File: src/rtl/fetch_unit_pkg.sv
// Shared constants for the instruction fetch stage and its queue.
// Optional build macro used by fetch_unit: FETCH_ALIGN_CHECK_EN.
package fetch_unit_pkg;

    localparam int          FU_AW       = 16;
    localparam int          FU_DW       = 16;
    localparam int          FU_DEPTH    = 2;
    localparam logic [15:0] FU_RESET_PC = 16'h0000;

    // Occupancy counter width: must represent 0..depth inclusive.
    function automatic int fu_cnt_w(input int depth);
        return $clog2(depth) + 1;
    endfunction

endpackage

File: src/rtl/fetch_unit_ins_fifo.sv
// Instruction queue: DEPTH x W circular buffer with occupancy count,
// synchronous clear, and the head entry presented directly from storage.
module fetch_unit_ins_fifo
    import fetch_unit_pkg::*;
#(
    parameter int W     = 32,
    parameter int DEPTH = 2
)(
    input  logic                      clk,
    input  logic                      rst_n,
    input  logic                      clear,
    input  logic                      push,
    input  logic                      pop,
    input  logic [W-1:0]              wdata,
    output logic [W-1:0]              rdata,
    output logic [fu_cnt_w(DEPTH)-1:0] count
);

    localparam int PW = $clog2(DEPTH);
    localparam int CW = fu_cnt_w(DEPTH);

    logic [W-1:0]  r_mem [DEPTH];
    logic [PW-1:0] r_wr;
    logic [PW-1:0] r_rd;
    logic [CW-1:0] r_count;

    // Full with simultaneous push/pop writes the slot being vacated (wr == rd).
    always_ff @(posedge clk or negedge rst_n) begin
        if (!rst_n) begin
            r_wr    <= '0;
            r_rd    <= '0;
            r_count <= '0;
            for (int i = 0; i < DEPTH; i++) begin
                r_mem[i] <= '0;
            end
        end else if (clear) begin
            r_wr    <= '0;
            r_rd    <= '0;
            r_count <= '0;
        end else begin
            if (push) begin
                r_mem[r_wr] <= wdata;
                r_wr        <= r_wr + PW'(1);
            end
            if (pop) begin
                r_rd <= r_rd + PW'(1);
            end
            r_count <= r_count + CW'(push) - CW'(pop);
        end
    end

    assign rdata = r_mem[r_rd];
    assign count = r_count;

endmodule

File: src/rtl/fetch_unit.sv
// Instruction fetch stage: owns the PC, issues one word read per cycle under
// queue credit, drops stale responses after redirect. Macro: FETCH_ALIGN_CHECK_EN.
module fetch_unit
    import fetch_unit_pkg::*;
#(
    parameter int             AW       = FU_AW,
    parameter int             DW       = FU_DW,
    parameter int             DEPTH    = FU_DEPTH,
    parameter logic [AW-1:0]  RESET_PC = AW'(FU_RESET_PC)
)(
    input  logic          clk,
    input  logic          rst_n,
    output logic          mem_ren,
    output logic [AW-2:0] mem_raddr,
    input  logic [DW-1:0] mem_rdata,
    input  logic          halt,
    input  logic          redirect_valid,
    input  logic [AW-1:0] redirect_pc,
    output logic          ins_valid,
    input  logic          ins_ready,
    output logic [DW-1:0] ins,
    output logic [AW-1:0] ins_pc,
    output logic          fetch_idle,
    output logic          fault
);

    localparam int CW = fu_cnt_w(DEPTH);

    logic [AW-1:0]    r_pc;
    logic [AW-1:0]    r_req_pc_p1;
    logic             r_inflight_p1;
    logic             r_req_epoch_p1;
    logic             r_epoch;

    logic [CW-1:0]    w_count;
    logic [CW:0]      w_credit;
    logic             w_pop;
    logic             w_push;
    logic             w_stop;
    logic [AW-1:0]    w_redirect_pc;
    logic [DW+AW-1:0] w_head;

`ifdef FETCH_ALIGN_CHECK_EN
    logic r_fault;

    // A misaligned redirect latches fault and stops fetch until reset.
    always_ff @(posedge clk or negedge rst_n) begin
        if (!rst_n) begin
            r_fault <= 1'b0;
        end else if (redirect_valid && redirect_pc[0]) begin
            r_fault <= 1'b1;
        end
    end

    assign w_stop = halt | r_fault;
    assign fault  = r_fault;
`else
    logic w_unused_pc0;

    assign w_unused_pc0 = redirect_pc[0];
    assign w_stop       = halt;
    assign fault        = 1'b0;
`endif

    assign w_redirect_pc = {redirect_pc[AW-1:1], 1'b0};

    assign ins_valid = (w_count != '0);
    assign w_pop     = ins_valid & ins_ready;

    // Slots already promised: queued words plus the in-flight one, less the departing head.
    assign w_credit  = {1'b0, w_count} + (CW+1)'(r_inflight_p1) - (CW+1)'(w_pop);
    assign mem_ren   = rst_n & ~w_stop & ~redirect_valid & (w_credit < (CW+1)'(DEPTH));
    assign mem_raddr = r_pc[AW-1:1];

    assign w_push     = r_inflight_p1 & (r_req_epoch_p1 == r_epoch) & ~redirect_valid;
    assign fetch_idle = w_stop & (w_count == '0) & ~r_inflight_p1;

    // Request stage: PC advance and tag of the word now on the memory port.
    always_ff @(posedge clk or negedge rst_n) begin
        if (!rst_n) begin
            r_pc           <= RESET_PC;
            r_epoch        <= 1'b0;
            r_inflight_p1  <= 1'b0;
            r_req_epoch_p1 <= 1'b0;
            r_req_pc_p1    <= '0;
        end else begin
            r_inflight_p1 <= mem_ren;
            if (redirect_valid) begin
                r_pc    <= w_redirect_pc;
                r_epoch <= ~r_epoch;
            end else if (mem_ren) begin
                r_pc <= r_pc + AW'(2);
            end
            if (mem_ren) begin
                r_req_pc_p1    <= r_pc;
                r_req_epoch_p1 <= r_epoch;
            end
        end
    end

    // Response stage: matching-epoch data enters the queue.
    fetch_unit_ins_fifo #(
        .W     (DW + AW),
        .DEPTH (DEPTH)
    ) u_fifo (
        .clk   (clk),
        .rst_n (rst_n),
        .clear (redirect_valid),
        .push  (w_push),
        .pop   (w_pop),
        .wdata ({r_req_pc_p1, mem_rdata}),
        .rdata (w_head),
        .count (w_count)
    );

    assign ins_pc = w_head[DW+AW-1:DW];
    assign ins    = w_head[DW-1:0];

endmodule

File: config.mk
export PLATFORM = sky130hd
export DESIGN_NAME = fetch_unit
export DESIGN_NICKNAME = d
export VERILOG_FILES = /design/src/rtl/fetch_unit_pkg.sv /design/src/rtl/fetch_unit_ins_fifo.sv /design/src/rtl/fetch_unit.sv
export SDC_FILE = /design/constraint.sdc
export NUM_CORES = 1
export LEC_CHECK = 0
export ABC_AREA = 1
export BUFFER_PORTS_ARGS = -buffer_cell sky130_fd_sc_hd__buf_4
export CORE_UTILIZATION = 45
export CTS_BUF_LIST = sky130_fd_sc_hd__clkbuf_8 sky130_fd_sc_hd__clkbuf_16
export CTS_CLUSTER_DIAMETER = 50
export DETAILED_ROUTE_END_ITERATION = 6
export GPL_ROUTABILITY_DRIVEN = 0
export GPL_TIMING_DRIVEN = 0
export PLACE_DENSITY = 0.65
export SYNTH_ARGS = -nofsm -noshare
export SYNTH_HDL_FRONTEND = slang
export SYNTH_SLANG_ARGS = --single-unit
File: constraint.sdc
create_clock -name clk -period 2.5 [get_ports clk]
set_input_delay 0.25 -clock clk [delete_from_list [all_inputs] [get_ports clk]]
set_output_delay 0.25 -clock clk [all_outputs]
set_load 0.02 [all_outputs]
==> flow_summary.ini, run 1 <==
[setup_path]
max_stage_delay_ns = 0.48
cp_data_arrival_time_ns = 2.32
path_cells = nor2_4 -> nor2_4 -> ha_4 -> inv_2 -> nand2_2 -> fa_1 -> nand2_1 -> nor2_2 -> nand2_2 -> inv_2 -> buf_6 -> buf_6
start_kind = register
r2r_setup_slack_ns = 0.22
cp_max_fo = 2
rr_worst_depth = 12
crit_path_end_kind = primary output
slowest_stage = fa_1
r2r_start = u_fifo.count[1]$_DFF_PN0_
r2r_end = r_req_pc_p1[14]$_DFFE_PN0P_
worstSetupPathType = reg -> out
crit_required_ns = 2.25
startpoint = u_fifo.count[1]$_DFF_PN0_
endpoint = mem_ren

[synth]
ys_seq_area_frac = 0.498
synthArstFlopShare = 1.00
synth_mux_area_frac = 0
ys_ff_latch = 99
syn_area_um2 = 4980
synth_compound_area_frac = 0.0560
yosysWarnings = 0
synth_enable_flop_cells = 0
synth_top_family_by_area = simple AND/OR/NAND/NOR gates
synth_xor_area_frac = 0.00704
syn_area_per_cell_um2 = 7.88
synth_cell_types = 31
synthFlopType = dfrtp_1
yosys.area_share.simple = 0.329
syn_inst = 632
synth_fa_ha_area_frac = 0.0141

[grt]
grt_util_met1 = 0.308
grt_max_degree = 101
grtUsageMet3 = 0.0304
grt_pass1_vias = 4064
grt_first_pass_wirelength_um = 19900
grt_usage = 0.224
grt_remaining_overflow = 0
grt-busiest-layer = met2
grt_use_met2 = 0.357
grt_antenna_before_repair = 0

[timing]
min_period_ns = 2.57
slew-limit-headroom = 0.398
finClkSkew_ns = 0.00654
hold_viol = 15
fin_tns_setup_ns = -0.0670
fin_crit_sh = 1.03
max_freq_mhz = 390
rsz0062_at_grt = true
setup_ws_ns = -0.0670
setup_viol = 1
worst_pin_slew_ns = 0.903
hold_slack_ns = -0.0248
drv_slew = 0

[worst_hold_path]
min_path_type = in -> async

[floorplanning]
io_pins = 88
rows = 38
core_um2 = 10800
start_util = 0.461
die_h_um = 107
die_width_um = 107
design.die.area_um2 = 11500

[placed_design]
port_buffers = 84
dp_hpwl_um = 8260
dp.cells = 857
place_ws_ns = -0.312
place_area_um2 = 5790

[cells_and_area]
finalNonFillerCells = 878
synthToLayoutAreaGrowth_pct = 22.3
fillers = 1022
stdcell_area_um2 = 6090
layout-drive-gt1-share = 0.237
seqCellArea_um2 = 2480
antenna_cells = 0
multi_input_area_um2 = 2070
nets = 777

[clock_network]
cts_max_level = 3
cts_root_buf = clkbuf_8
cts_tree = done
cts_max_path_buffers = 2
path_clk_slew_ns = 0.08
numCtsBuffers = 9
clk_latency_ns = 0.37
clkSinkCount = 99

[power]
p_leak_nw = 3.29
p_sw_frac = 0.402
p_total_mw = 6.39
powerDensity_nw_per_um2 = 1050
pwr-share-seq = 0.415
p_sw_mw = 2.57
internal-power_mw = 3.82
pwr-share-clk = 0.157
combPwrFrac = 0.429
vdd_drop_max_mv = 0.464

[run_status]
status = finished, violations left
violations = negative hold slack, negative setup slack

[flow_run]
max_cap_violations = 0

[route]
ant_nets = 0
num_vias = 4283
wl_per_cell_um = 13.4
wirelength_um = 11700
first_iter_violations = 246
viasPerCell = 4.88
first_pass_iters = 5
drc_errors = 0
-- metal layers --
layer  up-vias  wire [um]
met5         -          0
met4         0        209
met3        16        603
met2       127       5580
met1      1967       5350
li1       2173          -
-- timing repair --
item	in CTS	in global routing
endpoints found under the setup margin	33	26
pin swaps	4	0
hold buffers	0	0
resized for setup	7	16
buffers inserted	8	0
-- Yosys cell counts (3+ instances only) --
cell type | instances | share of area
nand2_1 | 238 | 0.18
dfrtp_1 | 99 | 0.50
nand3_1 | 74 | 0.074
inv_1 | 63 | 0.048
o21ai_0 | 37 | 0.037
nand2_2 | 30 | 0.038
nor2_1 | 15 | 0.011
o21ai_1 | 13 | 0.013
buf_2 | 10 | 0.010
clkbuf_1 | 9 | 0.0068
buf_4 | 7 | 0.011
nand4_1 | 6 | 0.0075
ha_1 | 4 | 0.010
buf_12 | 3 | 0.012
-- per-stage QoR --
| step | hold WS (ns) | utilization |
|---|---|---|
| detailed placement | 0.462 | 0.536 |
| global route | 0.0508 | 0.564 |
| floorplan | -0.0456 | - |
| CTS | 0.0774 | 0.561 |
| global placement | 0.454 | 0.536 |
| finish | -0.0248 | 0.564 |
-- cell type report --
cell class | count | area share
Clock inverter | 4 | 0.00719
Timing Repair Buffer | 92 | 0.115
Sequential cell | 99 | 0.407
Clock buffer | 10 | 0.0226
Tap cell | 140 | 0.0288
Buffer | 32 | 0.0386
Inverter | 66 | 0.0411
Multi-Input combinational cell | 435 | 0.339
-- critical path: cells and delay by family, from the launching register on --
family / cells / cell delay (ns)
adders and majority gates: 2 / 0.69
and+or+nand+nor: 6 / 0.51
DFF: 1 / 0.43
buffers and inverters: 4 / 0.33
-- worst min-delay path by stage --
| stage | cells past startpoint | end | slack [ns] | startpoint |
|---|---|---|---|---|
| 2_1_floorplan | 0 | r_epoch$_DFFE_PN0P_ | -0.05 | rst_n |
| 3_3_place_gp | 3 | r_pc[1]$_DFFE_PN0P_ | 0.45 | redirect_pc[1] |
| 3_5_place_dp | 3 | r_pc[1]$_DFFE_PN0P_ | 0.46 | redirect_pc[1] |
| 4_1_cts | 3 | r_pc[1]$_DFFE_PN0P_ | 0.08 | redirect_pc[1] |
| 5_1_grt | 1 | u_fifo.r_mem[39]$_DFFE_PN0P_ | 0.05 | rst_n |
| 6_report | 1 | u_fifo.r_mem[39]$_DFFE_PN0P_ | -0.02 | rst_n |
-- flip-flops by register name, indices dropped and copies added (netlist names) --
signal	flops
r_epoch	1
u_fifo.r_mem	62
u_fifo.r_wr	1
u_fifo.count	2
r_req_pc_p1	15
u_fifo.r_rd	1
r_inflight_p1	1
r_pc	15
r_req_epoch_p1	1
-- cell families after synthesis --
kind of cell | count (synthesis)
AO/OA/AOI/OAI | 53
buffers and inverters | 99
XOR/XNOR | 4
AND/OR/NAND/NOR | 371
adder cells (fa/ha/maj) | 5
flip-flops | 99
other | 1
-- placed cells by master, fill, tap and decap left out, drive strengths merged --
cell	Yosys	routed
nand2	271	271
buf	24	115
dfrtp	99	99
nand3	74	74
inv	66	67
o21ai	50	50
clkbuf	9	19
nor2	16	16
nand4	7	7
ha	4	4
xnor2	2	2
xor2	2	2
a21oi	2	2
conb	1	2
clkinv	0	2
a21boi	1	1
or2	1	1
nor3	1	1
nand3b	1	1
fa	1	1
bufinv	0	1
-- power groups by stage --
stage	logic, mW	registers (mW)	clock network (mW)
floorplan	1.64	2.63	0
global placement	2.56	2.65	0
detailed placement	2.61	2.68	0
CTS	2.72	2.65	1.02
global route	3.07	2.74	1.08
finish	2.74	2.65	1.00
Power figures use the tool's default switching activity.
==> inputs of run 2 (changes only) <==
Clock period 2.5 ns to 2.98 ns, I/O delays scaled along.
==> flow_summary.ini, run 2 (synthesis gave the netlist of run 1 again) <==
[run_status]
status = finished clean

[power]
pwr-share-clk = 0.159
p_sw_frac = 0.403
combPwrFrac = 0.416
pwr-share-seq = 0.425
p_total_mw = 5.24
internal-power_mw = 3.13
powerDensity_nw_per_um2 = 875
p_sw_mw = 2.11
vdd_drop_max_mv = 0.343
p_leak_nw = 3.25

[route]
drc_errors = 0
num_vias = 4234
wirelength_um = 11600
first_iter_violations = 204
first_pass_iters = 5
viasPerCell = 4.86
wl_per_cell_um = 13.3
ant_nets = 0

[grt]
grt_remaining_overflow = 0
grt_usage = 0.221
grt_first_pass_wirelength_um = 19700
grt_max_degree = 101
grt_antenna_before_repair = 0
grt_pass1_vias = 4042

[cells_and_area]
nets = 770
fillers = 1040
antenna_cells = 0
regMostFlops = u_fifo.r_mem
layout_common_cells = nand2_1 (238), dfrtp_1 (98), buf_4 (91), nand3_1 (74), inv_1 (64)
synthToLayoutAreaGrowth_pct = 20.3
stdcell_area_um2 = 5990
largest_reg_flops = 62
layout-drive-gt1-share = 0.222
final_common_cell = nand2_1
top_regs = u_fifo.r_mem x62, r_pc x15, r_req_pc_p1 x15

[floorplanning]
design.die.area_um2 = 11500
die_h_um = 107
die_width_um = 107
start_util = 0.461
io_pins = 88
rows = 38
core_um2 = 10800

[timing]
worst_pin_slew_ns = 0.908
hold_slack_ns = 0.0192
slew-limit-headroom = 0.395
hold_viol = 0
setup_viol = 0
drv_slew = 0
min_period_ns = 2.80
max_freq_mhz = 357
fin_crit_sh = 0.941
fin_tns_setup_ns = 0
finClkSkew_ns = 0.00701
rsz0062_at_grt = false

[clock_network]
clkSinkCount = 99
cts_max_path_buffers = 2
path_clk_slew_ns = 0.08
cts_max_level = 3
numCtsBuffers = 9
clk_latency_ns = 0.37
cts_root_buf = clkbuf_8
cts_tree = done

[setup_path]
cp_data_arrival_time_ns = 2.51
r2r_setup_slack_ns = 0.48
cp_max_fo = 13
path_buf_inv = 3
path_cells = nor2_2 -> nor2_2 -> ha_1 -> inv_1 -> nand2_1 -> fa_1 -> nand2_1 -> nor2_1 -> nand2_2 -> inv_6 -> buf_4
crit_required_ns = 2.68
slowest_stage = fa_1
max_stage_delay_ns = 0.48
crit_family = adder cells
start_kind = register
worstSetupPathType = reg -> out
crit_path_end_kind = primary output

[placed_design]
place_area_um2 = 5790
dp_hpwl_um = 8260
port_buffers = 84

[worst_hold_path]
min_path_type = in -> async

[flow_run]
max_cap_violations = 0
[run 2: layout make-up]
class / count / area (um2) / area share
repair buffers: 85 / 642 / 0.107
well taps: 140 / 175 / 0.0293
multi-input cells: 435 / 2030 / 0.340
plain buffers: 32 / 221 / 0.0370
clock buffers: 10 / 138 / 0.0230
inverters: 66 / 255 / 0.0426
flip-flops and latches: 99 / 2480 / 0.414
clock inverters: 4 / 43.8 / 0.00731
[run 2: path summary, 6_finish.rpt]
path                                         startpoint  depth (start not counted)                           end
setup / recovery              u_fifo.count[1]$_DFF_PN0_                         11                       mem_ren
hold / removal                                    rst_n                          1  u_fifo.r_mem[39]$_DFFE_PN0P_
setup reg to reg              u_fifo.count[1]$_DFF_PN0_                         14           r_pc[1]$_DFFE_PN0P_
hold reg to reg            u_fifo.r_mem[56]$_DFFE_PN0P_                          2  u_fifo.r_mem[56]$_DFFE_PN0P_
max in group asynchronous                         rst_n                          1     u_fifo.count[1]$_DFF_PN0_
min in group clk                         redirect_pc[1]                          3           r_pc[1]$_DFFE_PN0P_
[run 2: stage by stage]
stage	util	cells	setup slack, ns
finish	0.555	871	0.176
floorplan	-	633	0.688
detailed placement	0.536	857	0.120
global placement	0.536	857	0.204
CTS	0.554	871	0.00889
global route	0.555	871	0.00478
[run 2: power by group through the flow]
stage / sequential [mW] / combinational (mW) / clock, mW
after floorplan: 2.21 / 1.38 / 0
after global placement: 2.22 / 2.15 / 0
after detailed placement: 2.25 / 2.19 / 0
after CTS: 2.22 / 2.21 / 0.858
after global routing: 2.30 / 2.45 / 0.908
final: 2.23 / 2.18 / 0.833
[run 2: per-layer routing]
layer  vias up  track usage  part of all wire
met5         -            0                 0
met4         0       0.0949             0.022
met3        16       0.0298             0.050
met2       120        0.349              0.46
met1      1942        0.305              0.46
li1       2156            -                 -
[run 2: what timing repair did]
action | 4_1_cts | 5_1_grt
gates resized for setup | 1 | 4
pin swaps | 1 | 0
buffers inserted | 1 | 0
setup endpoints to repair | 1 | 1
hold buffers | 0 | 0
